$ cat src/rtl/btn_debounce_pulse.sv
// Push-button conditioner: 2-flop synchroniser, consecutive-sample debounce,
// press/release edge pulses and an optional hold-to-repeat pulse train.
module btn_debounce_pulse #(
  parameter int unsigned DEBOUNCE_CYCLES = 4,
  parameter int unsigned REPEAT_DELAY    = 10,
  parameter int unsigned REPEAT_PERIOD   = 3,
  parameter int unsigned REPEAT_EN       = 1,
  parameter int unsigned BTN_ACTIVE_LOW  = 0,
  parameter int unsigned CNT_W           = 16
) (
  input  logic clk,
  input  logic rst_n,
  input  logic btn_raw,
  output logic btn_level,
  output logic press_pulse,
  output logic release_pulse,
  output logic repeat_pulse,
  output logic key_pulse
);

  localparam logic             ACTIVE_LOW = (BTN_ACTIVE_LOW != 0);
  localparam logic             REPEAT_ON  = (REPEAT_EN != 0);
  localparam logic [CNT_W-1:0] DB_LAST    = CNT_W'(DEBOUNCE_CYCLES - 1);
  localparam logic [CNT_W-1:0] DELAY_LAST = CNT_W'(REPEAT_DELAY - 1);
  localparam logic [CNT_W-1:0] PER_LAST   = CNT_W'(REPEAT_PERIOD - 1);

  typedef enum logic [1:0] {
    ST_IDLE   = 2'd0,
    ST_HOLD   = 2'd1,
    ST_REPEAT = 2'd2
  } state_t;

  logic             sync_q1;
  logic             sync_q2;
  logic [CNT_W-1:0] db_cnt;
  logic             db_hit;
  logic             level_rise;
  logic             level_fall;

  state_t           state_q;
  state_t           state_d;
  logic [CNT_W-1:0] rcnt_q;
  logic [CNT_W-1:0] rcnt_d;
  logic             repeat_d;

  // Polarity-normalised two-flop synchroniser
  always_ff @(posedge clk or negedge rst_n) begin
    if (!rst_n) begin
      sync_q1 <= 1'b0;
      sync_q2 <= 1'b0;
    end else begin
      sync_q1 <= btn_raw ^ ACTIVE_LOW;
      sync_q2 <= sync_q1;
    end
  end

  // Level flips on the edge where the disagreement run reaches its limit
  always_comb begin
    db_hit     = (sync_q2 != btn_level) && (db_cnt == DB_LAST);
    level_rise = db_hit && sync_q2;
    level_fall = db_hit && !sync_q2;
  end

  always_ff @(posedge clk or negedge rst_n) begin
    if (!rst_n) begin
      db_cnt    <= '0;
      btn_level <= 1'b0;
    end else if (sync_q2 == btn_level) begin
      db_cnt <= '0;
    end else if (db_hit) begin
      btn_level <= sync_q2;
      db_cnt    <= '0;
    end else begin
      db_cnt <= db_cnt + CNT_W'(1);
    end
  end

  // Repeat FSM: state register
  always_ff @(posedge clk or negedge rst_n) begin
    if (!rst_n) begin
      state_q <= ST_IDLE;
      rcnt_q  <= '0;
    end else begin
      state_q <= state_d;
      rcnt_q  <= rcnt_d;
    end
  end

  // Repeat FSM: next state; a release wins over any pending repeat
  always_comb begin
    state_d = state_q;
    rcnt_d  = rcnt_q;
    if (level_fall) begin
      state_d = ST_IDLE;
      rcnt_d  = '0;
    end else begin
      case (state_q)
        ST_IDLE: begin
          if (REPEAT_ON && level_rise) begin
            state_d = ST_HOLD;
            rcnt_d  = '0;
          end
        end
        ST_HOLD: begin
          if (rcnt_q == DELAY_LAST) begin
            state_d = ST_REPEAT;
            rcnt_d  = '0;
          end else begin
            rcnt_d = rcnt_q + CNT_W'(1);
          end
        end
        ST_REPEAT: begin
          if (rcnt_q == PER_LAST) begin
            rcnt_d = '0;
          end else begin
            rcnt_d = rcnt_q + CNT_W'(1);
          end
        end
        default: begin
          state_d = ST_IDLE;
          rcnt_d  = '0;
        end
      endcase
    end
  end

  // Repeat FSM: output decode
  always_comb begin
    repeat_d = 1'b0;
    if (!level_fall) begin
      case (state_q)
        ST_HOLD:   repeat_d = (rcnt_q == DELAY_LAST);
        ST_REPEAT: repeat_d = (rcnt_q == PER_LAST);
        default:   repeat_d = 1'b0;
      endcase
    end
  end

  // Registered pulse outputs, aligned with the first cycle of the new level
  always_ff @(posedge clk or negedge rst_n) begin
    if (!rst_n) begin
      press_pulse   <= 1'b0;
      release_pulse <= 1'b0;
      repeat_pulse  <= 1'b0;
      key_pulse     <= 1'b0;
    end else begin
      press_pulse   <= level_rise;
      release_pulse <= level_fall;
      repeat_pulse  <= repeat_d;
      key_pulse     <= level_rise | repeat_d;
    end
  end

endmodule

$ cat config.mk
export PLATFORM = sky130hd
export DESIGN_NAME = btn_debounce_pulse
export DESIGN_NICKNAME = d
export VERILOG_FILES = /design/src/rtl/btn_debounce_pulse.sv
export SDC_FILE = /design/constraint.sdc
export NUM_CORES = 1
export LEC_CHECK = 0
export BUFFER_PORTS_ARGS = -buffer_cell sky130_fd_sc_hd__buf_2
export CAP_MARGIN = 5
export CORE_MARGIN = 1
export CORE_UTILIZATION = 60
export DETAILED_ROUTE_END_ITERATION = 16
export PLACE_DENSITY_LB_ADDON = 0.12
export SYNTH_ARGS = -nofsm -noshare
export SYNTH_HDL_FRONTEND = slang
export SYNTH_SLANG_ARGS = --single-unit
$ cat constraint.sdc
create_clock -name clk -period 2.6 [get_ports clk]
set_input_delay 0 -clock clk [delete_from_list [all_inputs] [get_ports clk]]
set_output_delay 0 -clock clk [all_outputs]
set_load 0.02 [all_outputs]
==> results of run 1 <==
metrics by stage:
step / utilization, % / area, µm² / setup WS, ps / instances
after floorplan: - / 2370 / 473 / 247
after global placement: 66.5 / 2470 / 392 / 299
after detailed placement: 66.5 / 2470 / 311 / 299
after CTS: 69.4 / 2580 / 291 / 309
after global routing: 69.4 / 2580 / 105 / 309
final: 69.4 / 2580 / 311 / 309
routing by layer:
metal / GRT usage (%) / part of all wire (%) / up-vias
met5: 0 / 0 / -
met4: 11.1 / 1.9 / 0
met3: 4.05 / 5.4 / 10
met2: 35.9 / 44 / 62
met1: 40.8 / 49 / 948
li1: - / - / 936
worst max-delay path, stage by stage (launching register included):
cell                       delay, ps
sky130_fd_sc_hd__dfrtp_1         380
sky130_fd_sc_hd__ha_1            240
sky130_fd_sc_hd__or4b_1          500
sky130_fd_sc_hd__nor3_4          210
sky130_fd_sc_hd__a21oi_4         190
sky130_fd_sc_hd__nand3b_4        330
sky130_fd_sc_hd__o41ai_1         330
path summary, 6_finish.rpt:
path | startpoint | end | slack [ps] | cells past startpoint
worst min-delay path | btn_raw | sync_q1$_DFF_PN0_ | 340 | 2
max in group asynchronous | rst_n | rcnt_q[10]$_DFFE_PN0P_ | 1680 | 2
worst max-delay path | db_cnt[0]$_DFF_PN0_ | rcnt_q[10]$_DFFE_PN0P_ | 310 | 6
worst max register to register | db_cnt[0]$_DFF_PN0_ | rcnt_q[10]$_DFFE_PN0P_ | 310 | 6
worst min register to register | sync_q1$_DFF_PN0_ | sync_q2$_DFF_PN0_ | 350 | 0
min in group asynchronous | rst_n | db_cnt[14]$_DFF_PN0_ | 360 | 2
cell usage in the layout, fill, tap and decap left out, types with 8 or more instances in the layout:
cell type / instances
sky130_fd_sc_hd__xor2_1: 8
sky130_fd_sc_hd__o31ai_2: 8
sky130_fd_sc_hd__nand2_1: 28
sky130_fd_sc_hd__nand3_1: 15
sky130_fd_sc_hd__buf_4: 8
sky130_fd_sc_hd__ha_1: 8
sky130_fd_sc_hd__xnor2_1: 8
sky130_fd_sc_hd__dfrtp_1: 41
sky130_fd_sc_hd__nor3_1: 8
sky130_fd_sc_hd__nand4_1: 9
sky130_fd_sc_hd__inv_1: 9
sky130_fd_sc_hd__nor2_1: 21
sky130_fd_sc_hd__and3_1: 12
report_power, final:
| group | switching [µW] | leakage (µW) | internal, µW | total (µW) |
|---|---|---|---|---|
| registers | 49.9 | 0.000564 | 684 | 734 |
| clock network | 230 | 0.0000374 | 189 | 419 |
| logic | 431 | 0.000509 | 196 | 627 |
| total | 711 | 0.00111 | 1070 | 1780 |
cell families after synthesis:
logic type,Yosys count
fa+ha+maj,8
flops,41
mux,1
compound gates,46
buf+inv,20
simple gates,115
xor+xnor,16
final cells by class:
cell class                      instances  area (µm²)
Timing Repair Buffer                   17         115
Inverter                                9        33.8
Clock buffer                            6        72.6
Sequential cell                        41        1030
Multi-Input combinational cell        186        1260
Clock inverter                          2        15.0
Tap cell                               48        60.1
Fill cell                             288        1140
flip-flops by register name, summed over array words and instances (netlist names):
register	cells
db_cnt	16
rcnt_q	16
state_q	2
btn_level	1
key_pulse	1
press_pulse	1
release_pulse	1
repeat_pulse	1
sync_q1	1
sync_q2	1
==> tab_implementation.tex, run 1 <==
\begin{tabular}{lr}
\hline
Metric & Value \\
\hline
\multicolumn{2}{l}{\textbf{Status}} \\
Outcome & finished, final reports clean \\
\multicolumn{2}{l}{\textbf{Timing}} \\
Final Hold Slack & 343 ps \\
Setup repair after global routing missed its margin & false \\
Fmax achieved & 0.437 GHz \\
Final setup violation count & 0 \\
Post-layout minimum cycle time & 2290 ps \\
Max-slew violation count & 0 \\
Share of the clock period used by the worst path & 88.0\% \\
Final Hold Fails & 0 \\
Worst slew margin relative to its limit & 40.4\% \\
Setup TNS Final & 0 ps \\
Clock Skew & 2.17 ps \\
Least-Margin Pin Slew & 894 ps \\
\multicolumn{2}{l}{\textbf{Yosys}} \\
Post-synthesis simple-gate area fraction & 26.1\% \\
Synthesized area per cell & 9.59 µm² \\
Count of flip-flops with a built-in enable after synthesis & 0 \\
Fraction of post-synthesis cell area in the top cell type by area & 43.3\% \\
Fraction of synthesis flops using an asynchronous set or reset pin & 100\% \\
Warnings from Yosys & 0 \\
Synth Area in Compound Gates & 16.4\% \\
Mux contribution to synthesized area & 0.423\% \\
Cell count after synthesis & 247 \\
Post-synth top area cell & sky130\_fd\_sc\_hd\_\_dfrtp\_1 \\
Number of register bits inferred by synthesis & 41 \\
Dominant combinational cell family by area after synthesis & simple AND/OR/NAND/NOR gates \\
Most frequently used flop master after synthesis & sky130\_fd\_sc\_hd\_\_dfrtp\_1 \\
Share of the yosys chip area belonging to registers & 43.3\% \\
Dominant cell by count in the synthesized netlist & sky130\_fd\_sc\_hd\_\_dfrtp\_1 \\
Synth area leaders & sky130\_fd\_sc\_hd\_\_dfrtp\_1 (43\%), sky130\_fd\_sc\_hd\_\_nand2\_1 (4.4\%), sky130\_fd\_sc\_hd\_\_ha\_1 (4.2\%), sky130\_fd\_sc\_hd\_\_o31ai\_2 (4.2\%), sky130\_fd\_sc\_hd\_\_nor2\_1 (3.3\%) \\
Cell types with the highest counts after synthesis & sky130\_fd\_sc\_hd\_\_dfrtp\_1 (41), sky130\_fd\_sc\_hd\_\_nand2\_1 (28), sky130\_fd\_sc\_hd\_\_nor2\_1 (21) \\
Adder-cell area share of the yosys netlist & 4.23\% \\
Summed instance area of the synthesized netlist & 2370 µm² \\
Synth unique cells & 50 \\
Post-Synthesis Net Count & 258 \\
Parity-gate share of the synthesized area counting xor and xnor cells & 5.92\% \\
\multicolumn{2}{l}{\textbf{Power}} \\
Overall power & 1780 µW \\
IR Drop Worst-Case VDD & 473 µV \\
LEAKAGE & 0.00111 µW \\
Cell area power density & 690 nW/µm² \\
\multicolumn{2}{l}{\textbf{Drt}} \\
Remaining antenna violation count & 0 \\
Total Routed Length & 4930 µm \\
Number of detailed-routing iterations run before antenna repair & 5 \\
Ratio of routed vias to standard cells & 6.33 \\
DR WL/cell & 15.9 µm \\
Vias after detailed routing & 1,956 \\
Drc violations & 0 \\
Iter 0 DRT Violations & 212 \\
\multicolumn{2}{l}{\textbf{Cells and area}} \\
Number of nets in the layout & 271 \\
Synth-to-Final Area Change & 8.93\% \\
Antenna fix cells & 0 \\
Share of post-route cells with drive strength above 1 & 14.2\% \\
\multicolumn{2}{l}{\textbf{Clocking}} \\
Number of buffers created by CTS & 5 \\
Clock-pin slew reported for the worst setup and hold paths after clock tree synthesis & 80 ps \\
Number of post-CTS setup repair buffers & 0 \\
Clock sink count & 41 \\
Source-to-sink clock delay at the later pin of the worst-skew pair & 300 ps \\
CTS tree & done \\
Library cell used as clock root buffer & sky130\_fd\_sc\_hd\_\_clkbuf\_8 \\
Hold bufs inserted after CTS & 2 \\
Bufs on Longest Clock Path & 2 \\
Htree depth & 2 \\
Number of gates resized after CTS & 0 \\
\multicolumn{2}{l}{\textbf{Critical path}} \\
Data arrival time of the worst path & 2470 ps \\
Critical Path Start Type & flip-flop \\
Crit path kind & reg -> reg \\
Worst EP required & 2790 ps \\
Type of element capturing the critical path & flip-flop \\
Maximum fanout along the worst path & 19 \\
\multicolumn{2}{l}{\textbf{Place}} \\
RD Place Congestion & 0.829 \\
HPWL after DPL & 3510 µm \\
Number of port buffers & 7 \\
\multicolumn{2}{l}{\textbf{Global routing}} \\
Overall global routing resource usage & 26.3\% \\
Number of antenna violations at the first check in global routing & 0 \\
Largest net degree at the start of global routing & 42 \\
Vias in the first global route & 1,772 \\
Global-route wire length before repair & 8500 µm \\
Remaining Overflow, GRT & 0 \\
\multicolumn{2}{l}{\textbf{Floorplan}} \\
Die outline area & 4200 µm² \\
Top Ports & 8 \\
DIE HEIGHT & 64.8 µm \\
Area of the core & 3720 µm² \\
Number of rows created at floorplan & 22 \\
Horizontal die dimension & 64.8 µm \\
Starting Density & 63.7\% \\
\multicolumn{2}{l}{\textbf{Flow run}} \\
Number of violations of the max-capacitance limit & 0 \\
\multicolumn{2}{l}{\textbf{Worst hold path}} \\
Min-Delay Path Class & in -> reg \\
\hline
\end{tabular}
Note: power is estimated with default switching activity, not from simulation.
==> run 2, diff against run 1 <==
--- a/config.mk
+++ b/config.mk
@@ -5,7 +5,7 @@
 export SDC_FILE = /design/constraint.sdc
 export NUM_CORES = 1
 export LEC_CHECK = 0
-export BUFFER_PORTS_ARGS = -buffer_cell sky130_fd_sc_hd__buf_2
+export BUFFER_PORTS_ARGS = -buffer_cell sky130_fd_sc_hd__clkbuf_2
 export CAP_MARGIN = 5
 export CORE_MARGIN = 1
 export CORE_UTILIZATION = 60
==> tab_implementation.tex, run 2 (same netlist as run 1, synthesis figures left out) <==
\begin{tabular}{lr}
\hline
Metric & Value \\
\hline
\multicolumn{2}{l}{\textbf{Status}} \\
Outcome & finished, final reports clean \\
\multicolumn{2}{l}{\textbf{Floorplan}} \\
Die outline area & 4200 µm² (unchanged) \\
Horizontal die dimension & 64.8 µm (unchanged) \\
Number of rows created at floorplan & 22 (unchanged) \\
Top Ports & 8 (unchanged) \\
Area of the core & 3720 µm² (unchanged) \\
Starting Density & 63.7\% (unchanged) \\
DIE HEIGHT & 64.8 µm (unchanged) \\
\multicolumn{2}{l}{\textbf{Timing}} \\
Final setup violation count & 0 (unchanged) \\
Share of the clock period used by the worst path & 88.8\% (+0.75 points) \\
Clock Skew & 6.60 ps (+4.44 ps) \\
Setup repair after global routing missed its margin & false \\
Max-slew violation count & 0 (unchanged) \\
Post-layout minimum cycle time & 2310 ps (+19.4 ps) \\
Worst slew margin relative to its limit & 33.8\% (-6.6 points) \\
Setup TNS Final & 0 ps (unchanged) \\
Final Hold Fails & 0 (unchanged) \\
Least-Margin Pin Slew & 994 ps (+99.2 ps) \\
Fmax achieved & 0.433 GHz (-0.84\%) \\
\multicolumn{2}{l}{\textbf{Power}} \\
LEAKAGE & 0.00111 µW (+0.48\%) \\
Cell area power density & 741 nW/µm² (+7.4\%) \\
IR Drop Worst-Case VDD & 399 µV (-16\%) \\
\multicolumn{2}{l}{\textbf{Clocking}} \\
Library cell used as clock root buffer & sky130\_fd\_sc\_hd\_\_clkbuf\_8 \\
Htree depth & 2 (unchanged) \\
Bufs on Longest Clock Path & 2 (unchanged) \\
Number of gates resized after CTS & 0 (unchanged) \\
Number of buffers created by CTS & 5 (unchanged) \\
Source-to-sink clock delay at the later pin of the worst-skew pair & 300 ps (about the same) \\
CTS tree & done \\
Clock-pin slew reported for the worst setup and hold paths after clock tree synthesis & 80 ps (about the same) \\
Number of post-CTS setup repair buffers & 0 (unchanged) \\
Clock sink count & 41 (unchanged) \\
\multicolumn{2}{l}{\textbf{Cells and area}} \\
Storage cell area & 1030 µm² (unchanged) \\
Antenna fix cells & 0 (unchanged) \\
Number of nets in the layout & 269 (-0.74\%) \\
Synth-to-Final Area Change & 9.67\% \\
Most common cell after layout, fill and taps aside & sky130\_fd\_sc\_hd\_\_dfrtp\_1 \\
Share of post-route cells with drive strength above 1 & 13.9\% (-0.28 points) \\
Fill cells & 277 (-3.8\%) \\
Area used by multi-input combinational logic & 1260 µm² (unchanged) \\
Commonest non-fill, non-tap cells in the layout & sky130\_fd\_sc\_hd\_\_dfrtp\_1 (41), sky130\_fd\_sc\_hd\_\_nand2\_1 (28), sky130\_fd\_sc\_hd\_\_nor2\_1 (21) \\
Largest registers & db\_cnt: 16 flops, rcnt\_q: 16 flops, state\_q: 2 flops \\
Non-filler cells in the finished layout & 307 (-0.65\%) \\
\multicolumn{2}{l}{\textbf{Critical path}} \\
Type of element capturing the critical path & flip-flop \\
Critical path startpoint & db\_cnt[0]\$\_DFF\_PN0\_ \\
Chain of cells forming the critical path & ha\_1 -> or4b\_1 -> nor3\_4 -> a21oi\_4 -> nand3b\_4 -> o41ai\_1 \\
Crit path kind & reg -> reg \\
Worst flop-to-flop path startpoint & db\_cnt[0]\$\_DFF\_PN0\_ \\
Critical Path Max Stage Delay & 510 ps (about the same) \\
Worst EP required & 2790 ps (about the same) \\
Slowest cell on crit path & sky130\_fd\_sc\_hd\_\_or4b\_1 \\
Critical Path Start Type & flip-flop \\
Data arrival time of the worst path & 2500 ps (+30 ps) \\
Maximum fanout along the worst path & 19 (unchanged) \\
Reg2reg path depth & 6 (unchanged) \\
\multicolumn{2}{l}{\textbf{Drt}} \\
DR WL/cell & 16.6 µm (+3.9\%) \\
Number of detailed-routing iterations run before antenna repair & 4 (-1) \\
Drc violations & 0 (unchanged) \\
Vias after detailed routing & 1,901 (-2.8\%) \\
Ratio of routed vias to standard cells & 6.19 (-2.2\%) \\
Iter 0 DRT Violations & 135 (-36\%) \\
Total Routed Length & 5090 µm (+3.2\%) \\
Remaining antenna violation count & 0 (unchanged) \\
\multicolumn{2}{l}{\textbf{Global routing}} \\
Overall global routing resource usage & 27.8\% (+1.5 points) \\
Number of antenna violations at the first check in global routing & 0 (unchanged) \\
Global-route wire length before repair & 8730 µm (+2.7\%) \\
Largest net degree at the start of global routing & 42 (unchanged) \\
Vias in the first global route & 1,769 (-0.17\%) \\
Remaining Overflow, GRT & 0 (unchanged) \\
\multicolumn{2}{l}{\textbf{Place}} \\
Number of port buffers & 7 (unchanged) \\
Number of instances in the placed design & 297 (-0.67\%) \\
HPWL after DPL & 3610 µm (+3.0\%) \\
RD Place Congestion & 0.843 (+1.7\%) \\
\multicolumn{2}{l}{\textbf{Worst hold path}} \\
Startpoint of the lowest-slack hold path & btn\_raw \\
Hold Path Depth & 2 (unchanged) \\
Min-Delay Path Class & in -> reg \\
\multicolumn{2}{l}{\textbf{Flow run}} \\
Number of violations of the max-capacitance limit & 0 (unchanged) \\
\hline
\end{tabular}
==> run 2: path summary, 6_finish.rpt <==
path | slack, ps | end
max reg2reg | 290 | rcnt_q[10]$_DFFE_PN0P_
min reg2reg | 350 | sync_q2$_DFF_PN0_
max | 290 | rcnt_q[10]$_DFFE_PN0P_
min in group asynchronous | 390 | db_cnt[14]$_DFF_PN0_
max in group asynchronous | 1590 | db_cnt[6]$_DFF_PN0_
min | 340 | sync_q1$_DFF_PN0_
==> run 2: critical path, delay by kind of cell (launching register included) <==
family	cells	cell delay [ps]
AOI/OAI and AO/OA	2	490
DFF	1	390
and+or+nand+nor	3	1060
adders and majority gates	1	250
==> run 2: timing repair <==
action                                  4_1_cts  5_1_grt
endpoints found under the setup margin        0        0
hold buffers                                  2        0
hold endpoints to repair                     42        0
==> run 2: metal layers <==
| metal | GRT usage, % | routed length (µm) | vias to the layer above |
|---|---|---|---|
| met5 | 0 | 0 | - |
| met4 | 8.61 | 53 | 0 |
| met3 | 6.34 | 184 | 7 |
| met2 | 39.5 | 2260 | 41 |
| met1 | 41.9 | 2590 | 922 |
| li1 | - | - | 931 |
==> run 2: cell type report <==
class	count	area share [%]
clock inverters	2	1.45
inverters	9	1.30
repair buffers	15	3.85
multi-input cells	186	48.4
well taps	48	2.31
clock buffers	6	3.18
flip-flops and latches	41	39.5
==> run 2: power breakdown <==
group	total, µW	internal, µW	switching, µW
Combinational	652	202	450
Clock	540	312	228
Sequential	734	684	49.7
==> run 2: metrics by stage <==
stage,setup WS (ps),hold slack [ps],util (%),total power [µW],area [µm²]
finish,292,345,69.9,1930,2600
global route,91.5,349,69.9,2010,2600
CTS,292,333,69.9,1920,2600
detailed placement,317,111,66.1,1370,2460
global placement,406,110,66.1,1360,2460
floorplan,473,-296,-,1190,2370
